## config.mk

```make
export PLATFORM = sky130hd
export DESIGN_NAME = goldschmidt_divider
export DESIGN_NICKNAME = d
export VERILOG_FILES = /design/src/rtl/goldschmidt_divider.sv
export SDC_FILE = /design/constraint.sdc
export NUM_CORES = 1
export LEC_CHECK = 0
export CORE_MARGIN = 4
export CORE_UTILIZATION = 48
export DETAILED_ROUTE_END_ITERATION = 10
export PLACE_DENSITY = 0.66
export SKIP_CTS_REPAIR_TIMING = 1
export SYNTH_ARGS = -nofsm -noshare
export SYNTH_HDL_FRONTEND = slang
export SYNTH_SLANG_ARGS = --single-unit
export TNS_END_PERCENT = 1
```

## constraint.sdc

```tcl
create_clock -name clk -period 14.3 [get_ports clk]
set_input_delay 2.86 -clock clk [delete_from_list [all_inputs] [get_ports clk]]
set_output_delay 2.86 -clock clk [all_outputs]
set_load 0.05 [all_outputs]
```

## src/rtl/goldschmidt_divider.sv

```systemverilog
// goldschmidt_divider: self-sequencing Goldschmidt divider, U1.(WIDTH-1) operands.
// One shared WIDTH x WIDTH multiplier alternates between the N and D updates
// for ITER iterations; quotient q is presented with a one-cycle done pulse.
// Build option: define GOLDSCHMIDT_ROUND_EN to round every multiply result to
// nearest (ties up) instead of truncating. Latency is the same in both builds.
module goldschmidt_divider #(
  parameter int unsigned WIDTH = 16,
  parameter int unsigned ITER  = 3
) (
  input  logic             clk,
  input  logic             reset,
  input  logic             start,
  input  logic [WIDTH-1:0] N,
  input  logic [WIDTH-1:0] D,
  input  logic [WIDTH-1:0] IA,
  output logic             busy,
  output logic             done,
  output logic [WIDTH-1:0] q
);

  localparam int unsigned PW = 2 * WIDTH;
  localparam int unsigned CW = (ITER > 1) ? $clog2(ITER) : 1;

  localparam logic [1:0] IDLE = 2'd0;
  localparam logic [1:0] MULN = 2'd1;
  localparam logic [1:0] MULD = 2'd2;
  localparam logic [1:0] DONE = 2'd3;

  logic [1:0]       state, state_d;
  logic [WIDTH-1:0] nreg, nreg_d;
  logic [WIDTH-1:0] dreg, dreg_d;
  logic [WIDTH-1:0] kreg, kreg_d;
  logic [CW-1:0]    cnt, cnt_d;
  logic [WIDTH-1:0] q_d;
  logic             busy_d, done_d;

  logic [WIDTH-1:0] mul_a;
  logic [PW-1:0]    prod;
  logic [PW-1:0]    prod_adj;
  logic [WIDTH-1:0] mul_res;
  logic [WIDTH-1:0] k_next;
  logic             unused_prod_bits;

  // Shared multiplier: nreg in MULN, dreg in MULD, always against kreg
  always_comb begin
    mul_a = (state == MULD) ? dreg : nreg;
    prod  = PW'(mul_a) * PW'(kreg);
`ifdef GOLDSCHMIDT_ROUND_EN
    prod_adj = prod + (PW'(1) << (WIDTH - 2));
`else
    prod_adj = prod;
`endif
    mul_res          = prod_adj[PW-2:WIDTH-1];
    k_next           = (~mul_res) + WIDTH'(1);
    unused_prod_bits = ^{prod_adj[PW-1], prod_adj[WIDTH-2:0]};
  end

  // Next-state and datapath update logic
  always_comb begin
    state_d = state;
    nreg_d  = nreg;
    dreg_d  = dreg;
    kreg_d  = kreg;
    cnt_d   = cnt;
    q_d     = q;
    case (state)
      IDLE: begin
        if (start) begin
          nreg_d  = N;
          dreg_d  = D;
          kreg_d  = IA;
          cnt_d   = CW'(0);
          state_d = MULN;
        end
      end
      MULN: begin
        nreg_d  = mul_res;
        state_d = MULD;
      end
      MULD: begin
        dreg_d = mul_res;
        kreg_d = k_next;
        if (cnt == CW'(ITER - 1)) begin
          q_d     = nreg;
          state_d = DONE;
        end else begin
          cnt_d   = cnt + CW'(1);
          state_d = MULN;
        end
      end
      default: begin
        state_d = IDLE;
      end
    endcase
    busy_d = (state_d != IDLE);
    done_d = (state_d == DONE);
  end

  // State and datapath registers, synchronous reset
  always_ff @(posedge clk) begin
    if (reset) begin
      state <= IDLE;
      nreg  <= '0;
      dreg  <= '0;
      kreg  <= '0;
      cnt   <= '0;
      q     <= '0;
      busy  <= 1'b0;
      done  <= 1'b0;
    end else begin
      state <= state_d;
      nreg  <= nreg_d;
      dreg  <= dreg_d;
      kreg  <= kreg_d;
      cnt   <= cnt_d;
      q     <= q_d;
      busy  <= busy_d;
      done  <= done_d;
    end
  end

endmodule

```

# After elaboration in Yosys (flattened, before gate mapping)
# Index checks and enable logic that the tools add are counted.
totals:
  register_bits: 70
  elab_cells: 39
op_classes:
  addsub: 2
  n_eq_ne: 6
  bitwise_logic: 1
  mux: 13
  n_reduce_logical: 8
  n_mul: 1
ops:
  columns: ["op", "n"]
  rows:
  - ["case mux 16 bit (2 select lines)", 3]
  - ["two-way mux 16 bit", 4]
  - ["multiplier 16 x 16 -> 31 bit", 1]
  - ["adder 16 x 1 -> 16 bit (second input constant)", 1]
  - ["inverter 16 bit", 1]
  - ["two-way mux 2 bit", 4]
  - ["== test 2 bit (second input constant)", 3]
  - ["case mux 2 bit (3 select lines)", 1]
  - ["AND reduction 2 bit", 3]
  - ["nonzero test 2 bit", 3]
  - ["inequality test 2 bit (second input constant)", 2]
  - ["case mux 2 bit (2 select lines)", 1]
  - ["AND reduction 3 bit", 1]
  - ["adder 2 x 1 -> 2 bit (second input constant)", 1]
  - ["== test 2 x 1 -> 1 bit (second input constant)", 1]
  - ["zero test 2 bit", 1]

# Longest topological paths before layout
# Gate-level depths: netlist of the first run.
logic_depth:
  word_depth: 6
  depth_mapped: 32

# Least setup slack after synthesis of the first run
# No wires, ideal clock.
synth_timing:
  kind: "flip-flop to flip-flop"
  from: "register state[1]"
  to: "register kreg[15]"
  required_ns: 14.197
  setup_time_ns: 0.103
  setup_slack_ns: 6.306
  period_less_slack_ns: 7.994
  path_stages_with_launch: 32
  arrival_time_ns: 7.890
  cell_sequence: "dfxtp_1 -> clkinv_1 -> nor2_1 -> clkbuf_1 -> buf_1 -> nand2_1 -> nand2_1 -> clkbuf_1 -> nand2_1 -> fa_1 -> inv_1 -> fa_1 -> inv_1 -> fa_1 -> inv_1 -> fa_1 -> fa_1 -> inv_1 -> fa_1 -> inv_1 -> ha_1 -> buf_2 -> nand4_1 -> or4_1 -> or2_2 -> o211a_1 -> xnor2_1 -> a311o_1 -> nor3_4 -> nand4_1 -> and3_1 -> a2111oi_2"
synth_via:
  elab_chain_len: 6
  word_cells_on_any_way: 10
synth_lines:
  columns: ["element", "line_no", "text"]
  rows:
  - ["from (decl)", "29", "logic [1:0] state, state_d;"]
  - ["from (signal assigned)", "111", "state <= state_d;"]
  - ["== test 2 bit", "46, 66", null]
  - ["two-way mux 16 bit", "46", "mul_a = (state == MULD) ? dreg : nreg;"]
  - ["multiplier 16 x 16 -> 31 bit", "47", "prod = PW'(mul_a) * PW'(kreg);"]
  - ["inverter 16 bit", "54", "k_next = (~mul_res) + WIDTH'(1);"]
  - ["adder 16 x 1 -> 16 bit", "54", null]
  - ["case mux 16 bit (2 select lines)", "66", "case (state)"]
  - ["to (signal assigned)", "114", "kreg <= kreg_d;"]
  - ["to (decl)", "32", "logic [WIDTH-1:0] kreg, kreg_d;"]
# Parallel ways exist; a longest one is shown, timed or not.
# A chain may end at the register's enable or synchronous reset.

# Worst setup path after layout of the first run
layout_timing:
  from: "register state[1]"
  to: "register kreg[13]"
# Same word-level chain as after synthesis.

==> results of run 1 <==
[per-stage QoR]
stage               total power [mW]  cells
CTS                             1.30   1761
global route                    1.41   1761
floorplan                      0.849   1421
finish                          1.30   1761
detailed placement              1.08   1745
global placement                1.07   1745
[placed cells by master (no fill, tap or decap), types with 5 or more instances in the layout]
cell type	count
nand4_1	10
fa_1	192
clkbuf_16	9
buf_4	12
nand3_1	7
mux2i_1	14
xnor2_1	15
a31oi_1	8
nand2_1	268
ha_1	99
and2_1	115
clkdlybuf4s50_1	67
inv_1	233
and3_1	10
o22ai_1	12
dfxtp_1	70
o211ai_1	7
a211oi_1	32
a221oi_1	5
o21ai_0	23
a21o_1	10
nor4_1	5
nor2b_1	9
nor3_1	12
a22oi_1	14
a21oi_1	61
nor2_1	62
xor2_1	5
[cells by family (layout without fill, tap and decap cells)]
group / Yosys count / in the layout / share of synthesized area [%]
muxes: 16 / 16 / 1.41
adders and majority gates: 291 / 291 / 43.3
and+or+nand+nor: 516 / 516 / 20.5
xor gates and xnor gates: 21 / 21 / 1.63
DFF: 70 / 70 / 11.9
buffers and inverters: 309 / 330 / 10.0
AOI/OAI and AO/OA: 198 / 198 / 11.3
[layout make-up]
type                    instances  area [um^2]
repair buffers                 80          766
clock inverters                 7         50.0
fillers                      2225        10900
inverters                     234          878
multi-input cells            1042         9170
well taps                     319          399
flip-flops and latches         70         1400
clock buffers                   9          225
[synthesized netlist by cell type (3+ instances only)]
cell type / instances / area share, %
o211ai_1: 7 / 0.45
a211o_1: 3 / 0.22
and3_1: 10 / 0.53
xor2_1: 5 / 0.37
a21o_1: 10 / 0.64
a31oi_1: 8 / 0.43
buf_1: 6 / 0.19
o31ai_1: 3 / 0.19
a22oi_1: 14 / 0.89
nor2b_1: 9 / 0.48
fa_1: 192 / 33
nor4_1: 5 / 0.27
or3_1: 3 / 0.16
o22ai_1: 12 / 0.64
mux2i_1: 14 / 1.2
dfxtp_1: 70 / 12
ha_1: 99 / 11
a221oi_1: 5 / 0.37
inv_1: 233 / 7.4
a211oi_1: 32 / 2.0
nor2_1: 63 / 2.0
and2_1: 115 / 6.1
nand3_1: 7 / 0.30
nor3_1: 12 / 0.51
nand4_1: 10 / 0.53
o21ai_0: 23 / 0.98
buf_2: 3 / 0.13
clkbuf_1: 64 / 2.0
o211a_1: 3 / 0.26
xnor2_1: 15 / 1.1
a21oi_1: 61 / 2.6
nand2b_1: 3 / 0.16
nand2_1: 268 / 8.6
[where the power goes]
group / switching (mW) / total [mW] / internal (mW)
sequential: 0.0407 / 0.253 / 0.213
combinational: 0.528 / 0.837 / 0.309
clock: 0.0874 / 0.205 / 0.117
total: 0.656 / 1.30 / 0.639
[critical path: cells and delay by family, from the launching register on]
| family | cells | cell delay (ps) |
|---|---|---|
| compound gates | 3 | 790 |
| xor+xnor | 1 | 720 |
| buf+inv | 7 | 1120 |
| fa+ha+maj | 7 | 3390 |
| simple gates | 10 | 2540 |
| flops | 1 | 370 |
[per-layer routing]
layer  share of wire, %  GRT usage [%]
met5                  0              0
met3                5.4           3.14
met1                 44           32.2
met4                1.4           4.61
met2                 49           41.1
[how the worst min path moves through the flow]
| stage | end | depth (start not counted) | from | slack (ps) |
|---|---|---|---|---|
| after floorplan | q[10] | 2 | nreg[10] | 450 |
| after global placement | q[13] | 2 | q[13] | 440 |
| after detailed placement | q[1] | 2 | q[1] | 450 |
| after CTS | q[1] | 2 | q[1] | 460 |
| after global routing | q[6] | 2 | q[6] | 470 |
| final | q[1] | 2 | q[1] | 450 |
[state kept, by name (all words and copies together) (netlist names)]
| register | flops |
|---|---|
| cnt | 2 |
| done | 1 |
| state | 2 |
| busy | 1 |
| nreg | 16 |
| kreg | 16 |
| q | 16 |
| dreg | 16 |
==> results.yml, run 1 <==
status:
  outcome: "finished, final reports clean"
timing:
  hold_viol: 0
  period_share_pct: 63.6
  setup_ws_ps: 5200
  slew_viol_final: 0
  tightest_slew_ps: 1090
  setup_tns_ps: 0
  slew_headroom_pct: 26.8
  skew_ps: 8.84
  whs_ps: 453
  rsz0062_at_grt: "false"
  fin_crit_ps: 9100
  setup_viol: 0
  fmaxAchievable_mhz: 110
floorplan:
  fp.dieH_um: 164
  die_x_um: 164
  start_util_pct: 49.4
  core_area_um2: 23800
  num_rows: 56
  dieArea_um2: 27000
  pin_count: 69
clock_network:
  cts_buffers: 9
  htree_levels: 3
  clock-root-buffer: "clkbuf_16"
  cts_tree: "built"
  clock_latency_ps: 330
  cts_sinks: 70
  cts.clk_slew.worst_paths_ps: 60
  clk_path_buf_depth: 2
run:
  maxCapViolCount: 0
global_route:
  grt_pass1_vias: 10245
  grt_use_total_pct: 23.7
  grt_pass1_wl_um: 51500
  grt_max_degree: 74
  grt_overflow: 0
  antenna_found_initial: 0
detailed_routing:
  drc: 0
  avgViaCountPerCell: 5.45
  drt_first_pass_iters: 5
  vias: 9597
  wl_um: 30500
  drtIter0Drc: 528
  wire_per_inst_um: 17.3
  antenna_left: 0
finish:
  design_area_um2: 12900
  utilization_pct: 54.3
  drive_gt1_share_pct: 2.98
  diodes: 0
  nNetsFinal: 1779
  syn2layout_area_growth_pct: 9.76
setup_path:
  arrival_ps: 9270
  critPathCapture: "kreg[13]"
  cpPeakStageDelay_ps: 720
  crit_fanout: 39
  rr_worst_depth: 28
  ff2ff_setup_slack_ps: 5200
  cp-start-kind: "register"
  cp_slowest_cell: "xnor2_1"
  cp.required_ps: 14480
  r2r-start: "state[1]"
  crit_start: "state[1]"
  endpoint_kind: "register"
  critPathKind: "reg2reg"
  r2r_end: "kreg[13]"
  cp_common_cell: "fa_1"
placed_design:
  place_hpwl_um: 23900
  placed_cell_area_um2: 12600
  pre_cts_ws_ps: 5290
  io_buffers: 68
  gp_congestion: 0.928
synth:
  synth-edff-count: 0
  yosysSeqAreaShare_pct: 11.9
  synth-seq-cells: 70
  async_flop_share_pct: 0
  avgSynthCellArea_um2: 8.27
  syn_nets: 1763
  yosysWarnings: 0
  syn-cell-area_um2: 11700
  synthCells: 1421
  synth_ff_type: "dfxtp_1"
  yosysUniqueCellTypes: 61
pwr:
  p_leak_nw: 6.05
  power_density_nw_per_um2: 100
  vdd_drop_max_uv: 61.6
hold_path:
  hold_path.class: "reg2reg"
Power figures use the tool's default switching activity.
==> run 2, diff against run 1 <==
- PLACE_DENSITY: 0.66 -> 0.69
- clock period: 14.3 -> 7.7 ns (I/O delays scaled with it)
==> run 2 against run 1 <==
Clock skew down 3.3 ps. Utilization up 3.0 points. Clock power up 130%. Critical path depth down 1. First-iteration DRC count up 48%. Maximum frequency up 24%. Via count up 4.3%. Global-route usage up 1.0 points. Sequential share of layout area down 0.56 points. Critical path type unchanged. Largest cell class unchanged.
==> results.yml, run 2 (synthesis results as in run 1) <==
status:
  outcome: "finished, final reports clean"
run:
  maxCapViolCount: 0
pwr:
  clock_power_share_pct: 17.0
  power_density_nw_per_um2: 200
  p_leak_nw: 6.43
  power_mw: 2.72
  netSwitchingFraction_pct: 47.5
  internal-power_mw: 1.43
  p_comb_share_pct: 66.0
  p_seq_share_pct: 17.0
  switchingPower_mw: 1.29
  vdd_drop_max_uv: 172
timing:
  hold_viol: 0
  skew_ps: 5.54
  slew_viol_final: 0
  tightest_slew_ps: 1230
  whs_ps: 458
  period_share_pct: 95.5
  slew_headroom_pct: 18.0
  setup_viol: 0
  setup_tns_ps: 0
  fmaxAchievable_mhz: 136
  fin_crit_ps: 7350
detailed_routing:
  antenna_left: 0
  avgViaCountPerCell: 5.49
  wire_per_inst_um: 17.6
  drc: 0
  drtIter0Drc: 782
  wl_um: 32100
  vias: 10005
  drt_first_pass_iters: 5
floorplan:
  start_util_pct: 49.4
  dieArea_um2: 27000
  die_x_um: 164
  pin_count: 69
  core_area_um2: 23800
  fp.dieH_um: 164
  num_rows: 56
finish:
  fillers: 2142
  final_common_cell: "nand2_1"
  syn2layout_area_growth_pct: 15.9
  drive_gt1_share_pct: 7.98
  nNetsFinal: 1841
  diodes: 0
  layout_common_cells: "nand2_1 (265), inv_1 (233), fa_1 (192)"
setup_path:
  cp.required_ps: 7940
  critPathKind: "reg2reg"
  arrival_ps: 7590
  cp-start-kind: "register"
  endpoint_kind: "register"
  crit_fanout: 13
clock_network:
  cts.clk_slew.worst_paths_ps: 60
  cts_sinks: 70
  cts_tree: "built"
  cts_buffers: 9
  clock_latency_ps: 340
  clock-root-buffer: "clkbuf_16"
  clk_path_buf_depth: 2
  htree_levels: 3
placed_design:
  io_buffers: 68
  place_hpwl_um: 25800
  gp_congestion: 0.988
global_route:
  grt_use_total_pct: 24.7
  grt_pass1_vias: 10314
  grt_pass1_wl_um: 53300
  grt_max_degree: 74
  antenna_found_initial: 0
  grt_overflow: 0
hold_path:
  hold_path.class: "reg2reg"
run 2: routing by layer:
metal | vias to the layer above | track usage [%] | wire length, um
li1 | 4647 | - | -
met1 | 4973 | 35.4 | 14300
met2 | 347 | 42.0 | 15500
met3 | 38 | 2.25 | 1890
met4 | 0 | 4.01 | 483
met5 | - | 0 | 0
run 2: worst paths after layout:
kind                               start  endpoint  slack [ps]  cells past startpoint
worst min-delay path               q[13]     q[13]         460                      2
worst max-delay path            state[1]  kreg[15]         350                     27
worst min register to register     q[13]     q[13]         460                      2
worst max register to register  state[1]  kreg[15]         350                     27
run 2: stage by stage:
step	cells	instance area (um^2)	setup WS [ps]	util [%]
finish	1823	13600	349	57.3
global route	1823	13600	-7.76	57.3
CTS	1821	13500	42.0	56.7
detailed placement	1805	13100	69.4	55.3
global placement	1805	13100	243	55.3
floorplan	1421	11800	36.4	-
run 2: power by group through the flow:
stage               Combinational, mW  Clock [mW]  Sequential [mW]
finish                           1.80       0.463            0.464
detailed placement               1.73           0            0.470
CTS                              1.75       0.463            0.462
global route                     2.02       0.480            0.468
global placement                 1.71           0            0.470
floorplan                        1.15           0            0.426
run 2: critical path, cell delays in order (launching register included):
cell and delay [ps]:
dfxtp_2 370, inv_2 60, nor2_4 150, buf_12 160, nand2_1 60, nand2_1 70, buf_6 160, nand2_1 90
fa_1 550, fa_1 580, fa_1 440, fa_1 540, inv_1 50, fa_1 470, inv_1 60, fa_1 470
inv_1 40, ha_1 320, nand2_1 100, or4_4 540, or2_2 310, o211a_1 260, xnor2_1 150, a311o_2 390
nor3_4 140, nand4_1 140, and3_1 230, a2111oi_2 320
run 2: final cells by class:
type / instances / area (um^2) / share of cell area (%)
flip-flops and latches: 70 / 1400 / 10.3
clock inverters: 7 / 105 / 0.772
multi-input cells: 1042 / 9250 / 68.0
inverters: 234 / 878 / 6.45
well taps: 319 / 399 / 2.93
clock buffers: 9 / 225 / 1.65
repair buffers: 142 / 1350 / 9.89
==> run 3, diff against run 2 <==
- CTS_BUF_LIST: not set -> sky130_fd_sc_hd__clkbuf_8
==> run 3 against run 2 <==
Utilization down 0.45 points. Largest cell class unchanged. Final area down 0.78%. Worst setup slack worse by 24 ps. Combinational power about the same.
==> results.yml, run 3 (synthesis results as in run 1) <==
timing:
  setup_viol: 0
  setup_tns_ps: 0
  rsz0062_at_grt: "true"
  hold_viol: 0
  fmaxAchievable_mhz: 136
  tightest_slew_ps: 1290
  skew_ps: 9.36
  fin_crit_ps: 7380
  slew_headroom_pct: 13.9
  slew_viol_final: 0
  whs_ps: 459
  period_share_pct: 95.8
detailed_routing:
  wire_per_inst_um: 17.6
  avgViaCountPerCell: 5.48
  drc: 0
  vias: 9985
  wl_um: 32100
  drt_first_pass_iters: 6
  drtIter0Drc: 792
  antenna_left: 0
placed_design:
  io_buffers: 68
  placed_cell_area_um2: 13100
  gp_congestion: 0.988
  place_hpwl_um: 25800
  placed_cells: 1805
run:
  maxCapViolCount: 0
pwr:
  power_density_nw_per_um2: 193
  p_seq_share_pct: 17.8
  p_comb_share_pct: 68.9
  internal-power_mw: 1.33
  vdd_drop_max_uv: 177
  netSwitchingFraction_pct: 49.0
  switchingPower_mw: 1.28
  clock_power_share_pct: 13.3
  p_leak_nw: 6.39
finish:
  fillers: 2149
  final_common_cell: "nand2_1"
  stdcell_count: 1823
  drive_gt1_share_pct: 7.91
  utilization_pct: 56.9
  syn2layout_area_growth_pct: 15.0
  nNetsFinal: 1841
  diodes: 0
  design_area_um2: 13500
  layout_common_cells: "nand2_1 (265), inv_1 (233), fa_1 (192)"
global_route:
  grt_max_degree: 74
  grt_pass1_vias: 10345
  antenna_found_initial: 0
  grt_pass1_wl_um: 53000
  grt_overflow: 0
  grt_use_total_pct: 24.7
hold_path:
  hold_path.class: "reg2reg"
setup_path:
  critPathKind: "reg2reg"
  cp_common_cell: "fa_1"
  cp_slowest_cell: "o21ai_0"
  crit_fanout: 13
  cp.required_ps: 7920
  cp-start-kind: "register"
  cpPeakStageDelay_ps: 630
  endpoint_kind: "register"
  arrival_ps: 7590
clock_network:
  clock_latency_ps: 350
  cts_sinks: 70
  clock-root-buffer: "clkbuf_8"
  cts_tree: "built"
  cts_buffers: 9
  cts.clk_slew.worst_paths_ps: 90
  clk_path_buf_depth: 2
  htree_levels: 3
floorplan:
  start_util_pct: 49.4
  core_area_um2: 23800
  num_rows: 56
  pin_count: 69
  dieArea_um2: 27000
  fp.dieH_um: 164
  die_x_um: 164
status:
  outcome: "finished, final reports clean"
## run 3: worst paths after layout
| path | slack, ps | endpoint | from | cells past startpoint |
|---|---|---|---|---|
| worst max register to register | 320 | kreg[13] | state[1] | 29 |
| worst min register to register | 460 | q[13] | q[13] | 2 |
| worst min-delay path | 460 | q[13] | q[13] | 2 |
| worst max-delay path | 320 | kreg[13] | state[1] | 29 |
## run 3: through the flow
stage	total power [mW]	setup WS, ps
floorplan	1.58	36.4
global placement	2.18	243
detailed placement	2.20	69.4
CTS	2.56	37.5
global route	2.84	-18.0
finish	2.60	325
## run 3: area by class of cell
class	count	area [um^2]	share of cell area, %
Sequential cell	70	1410	10.4
Clock buffer	9	124	0.917
Multi-Input combinational cell	1042	9250	68.5
Timing Repair Buffer	142	1350	9.97
Tap cell	319	399	2.96
Inverter	234	878	6.50
Clock inverter	7	105	0.778
## run 3: routing by layer
layer	GRT usage, %	share of wire [%]	vias up
met2	41.4	48	344
met4	5.14	1.9	0
met3	3.87	7.3	40
met1	34.4	43	4958
met5	0	0	-
li1	-	-	4643
## run 3: critical path: cells and delay by family, from the launching register on
kind,cells,cell delay [ps]
and+or+nand+nor,7,830
adders and majority gates,7,3280
muxes,1,300
DFF,1,380
AOI/OAI and AO/OA,6,1460
buffers and inverters,8,960
## run 3: power groups by stage
stage	Sequential [mW]	Clock, mW	Combinational (mW)
2_1_floorplan	0.426	0	1.15
3_3_place_gp	0.470	0	1.71
3_5_place_dp	0.470	0	1.73
4_1_cts	0.461	0.347	1.75
5_1_grt	0.468	0.363	2.01
6_report	0.463	0.346	1.79
